File: src/rtl/cache_mem_arbiter_pkg.sv
// Shared encodings for the cache-to-memory arbiter: FSM states and memory-port owner.
`timescale 1ns/1ps
package cache_mem_arbiter_pkg;

   typedef enum logic [1:0] {
      ST_IDLE     = 2'd0,
      ST_SERVE_IC = 2'd1,
      ST_SERVE_DC = 2'd2
   } state_e;

   typedef enum logic {
      OWNER_IC = 1'b0,
      OWNER_DC = 1'b1
   } owner_e;

endpackage

File: src/rtl/cache_mem_arbiter_rr_arb2.sv
// Two-requester round-robin pick: on a tie the requester not served last wins.
`timescale 1ns/1ps
module rr_arb2
   import cache_mem_arbiter_pkg::*;
(
   input  logic req_ic,
   input  logic req_dc,
   input  logic last_owner,
   output logic grant_valid,
   output logic grant_dc
);

   always_comb begin
      grant_valid = req_ic | req_dc;
      grant_dc    = req_dc;
      if (req_ic && req_dc) begin
         grant_dc = (last_owner == OWNER_IC);
      end
   end

endmodule

File: src/rtl/cache_mem_arbiter.sv
// Arbitrates one memory port between an instruction cache (read only) and a data cache.
`timescale 1ns/1ps
module cache_mem_arbiter
   import cache_mem_arbiter_pkg::*;
#(
   parameter int A_WIDTH   = 32,
   parameter int CNT_WIDTH = 16
) (
   input  logic                 clk,
   input  logic                 clrn,
   input  logic [A_WIDTH-1:0]   ic_a,
   input  logic                 ic_strobe,
   output logic [31:0]          ic_dout,
   output logic                 ic_ready,
   input  logic [A_WIDTH-1:0]   dc_a,
   input  logic [31:0]          dc_din,
   input  logic                 dc_strobe,
   input  logic                 dc_rw,
   output logic [31:0]          dc_dout,
   output logic                 dc_ready,
   output logic [A_WIDTH-1:0]   m_a,
   output logic [31:0]          m_din,
   output logic                 m_strobe,
   output logic                 m_rw,
   input  logic [31:0]          m_dout,
   input  logic                 m_ready,
   output logic [CNT_WIDTH-1:0] ic_grants,
   output logic [CNT_WIDTH-1:0] dc_grants
);

   state_e                state_q, state_d;
   owner_e                last_owner_q, last_owner_d;
   logic [CNT_WIDTH-1:0]  ic_grants_q, ic_grants_d;
   logic [CNT_WIDTH-1:0]  dc_grants_q, dc_grants_d;
   logic                  grant_valid;
   logic                  grant_dc;

   rr_arb2 u_rr_arb2 (
      .req_ic      (ic_strobe),
      .req_dc      (dc_strobe),
      .last_owner  (last_owner_q),
      .grant_valid (grant_valid),
      .grant_dc    (grant_dc)
   );

   assign ic_dout   = m_dout;
   assign dc_dout   = m_dout;
   assign ic_grants = ic_grants_q;
   assign dc_grants = dc_grants_q;

   always_ff @(posedge clk) begin
      if (!clrn) begin
         state_q      <= ST_IDLE;
         last_owner_q <= OWNER_IC;
         ic_grants_q  <= '0;
         dc_grants_q  <= '0;
      end else begin
         state_q      <= state_d;
         last_owner_q <= last_owner_d;
         ic_grants_q  <= ic_grants_d;
         dc_grants_q  <= dc_grants_d;
      end
   end

   always_comb begin
      state_d      = state_q;
      last_owner_d = last_owner_q;
      ic_grants_d  = ic_grants_q;
      dc_grants_d  = dc_grants_q;
      m_a          = '0;
      m_din        = '0;
      m_strobe     = 1'b0;
      m_rw         = 1'b0;
      ic_ready     = 1'b0;
      dc_ready     = 1'b0;

      unique case (state_q)
         ST_IDLE: begin
            if (grant_valid) begin
               if (grant_dc) begin
                  state_d = ST_SERVE_DC;
                  if (dc_grants_q != '1) dc_grants_d = dc_grants_q + CNT_WIDTH'(1);
               end else begin
                  state_d = ST_SERVE_IC;
                  if (ic_grants_q != '1) ic_grants_d = ic_grants_q + CNT_WIDTH'(1);
               end
            end
         end
         ST_SERVE_IC: begin
            m_a      = ic_a;
            m_strobe = ic_strobe;
            // A dropped strobe is an abort; the memory's late ready must not leak through.
            ic_ready = m_ready & ic_strobe & clrn;
            if (!ic_strobe) begin
               state_d = ST_IDLE;
            end else if (m_ready) begin
               state_d      = ST_IDLE;
               last_owner_d = OWNER_IC;
            end
         end
         ST_SERVE_DC: begin
            m_a      = dc_a;
            m_din    = dc_din;
            m_rw     = dc_rw;
            m_strobe = dc_strobe;
            dc_ready = m_ready & dc_strobe & clrn;
            if (!dc_strobe) begin
               state_d = ST_IDLE;
            end else if (m_ready) begin
               state_d      = ST_IDLE;
               last_owner_d = OWNER_DC;
            end
         end
         default: begin
            state_d = ST_IDLE;
         end
      endcase
   end

endmodule

File: config.mk
export PLATFORM = sky130hd
export DESIGN_NAME = cache_mem_arbiter
export DESIGN_NICKNAME = d
export VERILOG_FILES = /design/src/rtl/cache_mem_arbiter_pkg.sv /design/src/rtl/cache_mem_arbiter_rr_arb2.sv /design/src/rtl/cache_mem_arbiter.sv
export SDC_FILE = /design/constraint.sdc
export NUM_CORES = 1
export LEC_CHECK = 0
export ABC_CLOCK_PERIOD_IN_PS = 2600
export CORE_AREA = 2 2 116 118
export DETAILED_ROUTE_END_ITERATION = 10
export DIE_AREA = 0 0 118 120
export PLACE_DENSITY = 0.68
export SKIP_CTS_REPAIR_TIMING = 1
export SYNTH_ARGS = -nofsm -noshare
export SYNTH_HDL_FRONTEND = slang
export SYNTH_SLANG_ARGS = --single-unit
File: constraint.sdc
create_clock -name clk -period 2.6 [get_ports clk]
set_clock_uncertainty 0.2 [all_clocks]
set_input_delay 0.39 -clock clk [delete_from_list [all_inputs] [get_ports clk]]
set_output_delay 0.39 -clock clk [all_outputs]
set_load 0.02 [all_outputs]
### After elaboration in Yosys (flattened, before gate mapping)

Cells that the tools add are included.

* flip-flop bits (word level): 35
* output and inout bits: 164

* add/sub/neg operators: 2
* equality and inequality tests: 9
* muxes and demuxes: 18
* bitwise operators: 7
* reduce and logical (&&, ||, !) cells: 6

Operators with widths (count)
* case mux 32 bit (2 select lines): 1
* adder 16 x 1 -> 16 bit (second input constant): 2
* 2-to-1 mux 32 bit: 1
* != test 16 bit (second input constant): 2
* 2-to-1 mux 2 bit: 5
* != test 2 bit (second input constant): 5
* 2-to-1 mux 1 bit: 8
* AND reduction 4 bit: 2
* case mux 2 bit (3 select lines): 1
* AND reduction 5 bit: 1
* bitwise AND 1 bit: 4
* case mux 1 bit (2 select lines): 2
* == test 2 x 1 -> 1 bit (second input constant): 1
* == test 2 bit (second input constant): 1
* logical NOT 2 bit: 1
* inverter 1 bit: 2
* nonzero test 2 bit: 1
* logical AND 1 bit: 1
* OR 1 bit: 1

### Logic depth before layout (Yosys ltp)

Gate-level depths: netlist of run 1.

* depth after elaboration: 5
* depth in mapped cells: 7

### Hierarchy

Synthesis of run 1 repeated with hierarchy kept, for this count alone.

* cells, all modules: 397
* area total of the unflattened synthesis: 3085.5 um^2

Modules (own cells, without submodules)
* cache_mem_arbiter: instances 1, cells each 395, area an instance 3071.7 um^2
* rr_arb2: instances 1, cells each 2, area an instance 13.8 um^2

### Least setup slack after synthesis of run 1

Ideal clock, no wire load.

* path type: reg2out
* start point: register state_q[1]
* end point: output port m_a[0]
* arrival: 1473 ps
* required time: 2010 ps
* setup slack: 537 ps
* cell stages (with the launch flop): 7
* buffers on the path: 2
* cells stage by stage: dfxtp_1 -> inv_1 -> ha_1 -> clkbuf_1 -> clkbuf_1 -> a22oi_1 -> nor2b_1

* cells in the longest elaborated chain, start to end: 2
* elaborated cells between the ends (all ways): 3
* classes of those cells: 2 x eq/ne; 1 x mux

Ends and longest elaborated chain
* from (decl): RTL line cache_mem_arbiter.sv:31 `state_e state_q, state_d;`
* from (signal assigned): RTL line cache_mem_arbiter.sv:58 `state_q <= state_d;`
* == test 2 bit / == test 2 x 1 -> 1 bit (equally long branches): RTL line cache_mem_arbiter.sv:77 `unique case (state_q)`
* case mux 32 bit (2 select lines) (*): RTL line cache_mem_arbiter.sv:77
* to (decl): RTL line cache_mem_arbiter.sv:21 `output logic [A_WIDTH-1:0] m_a,`

Mark *: on every way between the ends. The rest lies on a longest branch, timed or not.

### Worst setup path after layout of run 1

* start point: register state_q[0]
* end point: output port m_din[24]

* cells in the longest elaborated chain, start to end: 2

Ends and longest elaborated chain
* == test 2 bit: RTL line cache_mem_arbiter.sv:77
* 2-to-1 mux 32 bit: RTL line cache_mem_arbiter.sv:77
* to (decl): RTL line cache_mem_arbiter.sv:22 `output logic [31:0] m_din,`

Every way passes these cells.

==> flow_summary.yaml, run 1 <==
sta:
  grt_setup_unrepaired: "no"
  finalCritPeriodShare_pct: 95.7
  layout_min_cycle_time_ps: 2490
  setup_violations: 0
  slew_viol_final: 0
  hold_violations: 0
  max_freq_mhz: 402
  relSlewSlack_pct: 68.3
  layout_setup_ws_ps: 112
  tns_ps: 0
  worst_pin_slew_ps: 471
placed_design:
  portBuffers: 201
  dp_slack_ps: 134
  gp_congestion: 0.757
  dp_hpwl_mm: 9.60
floorplan:
  std_cell_rows: 42
  die-area_mm2: 0.0142
  die_w_um: 118
  ioPinCount: 298
  start_util_pct: 24.8
  coreArea_mm2: 0.0130
  die_h_um: 120
finish:
  final_nets: 682
  layout-drive-gt1-share_pct: 6.47
  area_growth_pct: 63.2
  fill_cells: 1348
  num_antenna_cells: 0
drt:
  routed_wl_mm: 11.7
  wire_per_inst_um: 16.4
  drtAntennaViolNets: 0
  route.detailed.drc: 0
  drt_pass1_iterations: 4
  vias: 3496
  drt_iter0_markers: 143
  vias_per_cell: 4.88
yosys:
  syn_inst: 410
  avgSynthCellArea_um2: 7.86
  synthArstFlopShare_pct: 0
  yosys_warnings: 0
  seq_area_frac_synth_pct: 21.7
  syn_area_mm2: 0.00322
  synth-seq-cells: 35
  synth_ff_type: "dfxtp_1"
  synth_fp_nets: 551
  ys_types: 48
  synth_edf_count: 0
worst_setup_path:
  crit_path_end_kind: "output pin"
  path_class: "reg2out"
  cp-start-kind: "flip-flop"
  required_ps: 2010
  crit_arrival_ps: 1900
  crit_fanout: 34
power_and_ir_drop:
  power.total_w: 0.00171
  power_density_mw_per_mm2: 326
  leakagePower_nw: 2.41
  vdd_drop_max_v: 0.000213
cts:
  clk_pin_slew_worst_paths_ps: 50
  cts_buffers: 5
  cts_root_buffer: "clkbuf_16"
  htree_levels: 2
  cts_tree: "yes"
  cts_max_path_buffers: 2
  cts_num_sinks: 35
  clk_latency_ps: 280
global_routing:
  antenna_found_initial: 0
  grt_pass1_wl_mm: 18.0
  grt_pass1_vias: 3462
  grt_use_total_pct: 15.7
  grt_max_degree: 36
  grt_overflow: 0
worst_hold_path:
  hp-class: "reg2reg"
run:
  cap_violations: 0
outcome:
  status: "finished, final reports clean"
-- final cells by class --
class,instances,area [um2],share of cell area [%]
Inverter,9,33.8,0.642
Sequential cell,35,701,13.3
Multi-Input combinational cell,279,1920,36.5
Tap cell,176,220,4.18
Timing Repair Buffer,211,2240,42.7
Clock inverter,1,5.00,0.0951
Clock buffer,6,139,2.64
-- sequential cells by signal, summed over array words and instances, names as in the netlist --
signal,cells
state_q,2
ic_grants,16
dc_grants,16
last_owner_q,1
-- layer usage --
layer | global-route usage (%) | up-vias | share of wire [%]
met5 | 0 | - | 0
met1 | 17.0 | 1634 | 39
met4 | 3.09 | 0 | 0.62
met3 | 4.80 | 7 | 7.9
li1 | - | 1685 | -
met2 | 30.1 | 170 | 53
-- worst paths after layout --
kind                                    from                    endpoint  slack [ps]  cells after the start
setup / recovery     state_q[0]$_SDFFE_PN0P_                   m_din[24]         110                      5
hold / removal    dc_grants[15]$_SDFFE_PN0P_  dc_grants[15]$_SDFFE_PN0P_         300                      2
setup reg to reg     state_q[0]$_SDFFE_PN0P_   dc_grants[4]$_SDFFE_PN0P_         490                      6
hold reg to reg   dc_grants[15]$_SDFFE_PN0P_  dc_grants[15]$_SDFFE_PN0P_         300                      2
-- power breakdown --
part           switching [W]  internal, W
registers          0.0000117     0.000544
logic               0.000241     0.000317
clock network       0.000226     0.000374
total               0.000479      0.00124
-- cells in the final DEF, fill, tap and decap left out, types with 7 or more instances in the layout --
cell type,Yosys,routed
a22oi_1,33,33
nand4_1,7,7
or4_1,14,14
dlymetal6s2s_1,0,43
o31ai_1,14,14
dfxtp_1,35,35
nor4_1,7,7
a21oi_1,23,23
nand3_1,10,10
clkdlybuf4s50_1,0,158
and2_1,35,35
o21ai_0,9,9
nor2b_1,33,33
nand2_1,23,23
inv_1,8,8
-- stage by stage --
stage	cell area, um2	util [%]	std cells	hold slack (ps)
finish	5260	40.5	717	298
floorplan	3220	-	410	284
CTS	5150	39.7	717	301
global route	5260	40.5	717	329
global placement	5010	38.6	710	285
detailed placement	5010	38.6	710	291
-- logic make-up after synthesis --
family	Yosys count	synth area share [%]
and+or+nand+nor	172	35.0
buffers and inverters	96	18.8
AOI/OAI and AO/OA	94	19.9
DFF	35	21.7
adders and majority gates	7	2.72
muxes	6	1.86
-- synthesized netlist by cell type (all sizes together), types with 5 or more instances --
master,n,area share [%]
a21oi,23,3.6
a22oi,33,7.7
and2,37,7.3
and4,5,1.5
buf,67,15
clkbuf,20,2.3
dfxtp,35,22
ha,7,2.7
inv,8,0.93
mux2i,6,1.9
nand2,23,2.7
nand2b,6,1.2
nand3,11,2.1
nand4,12,4.1
nor2,5,0.58
nor2b,33,6.4
nor4,7,1.4
o21ai,9,1.4
o31ai,14,3.3
or3,5,1.0
or4,14,3.3
-- worst max-delay path: stages, from the launching register on --
cell and delay [ps]:
dfxtp_1 330, inv_1 110, ha_2 240, buf_12 170, and2_1 160, clkdlybuf4s50_1 600
(Power assumes the default switching activity.)
==> run 2: changes to the inputs <==
Settings changed: CTS_CLUSTER_DIAMETER from default to 150.
==> results of run 2 <==
Same layout as run 1: the final DEF is identical, and so are final timing and power.
==> run 3: changes to the inputs <==
Settings changed: CAP_MARGIN from default to 10, GPL_ROUTABILITY_DRIVEN from default to 0.
==> results of run 3 <==
Same layout as run 1: the final DEF is identical, and so are final timing and power.
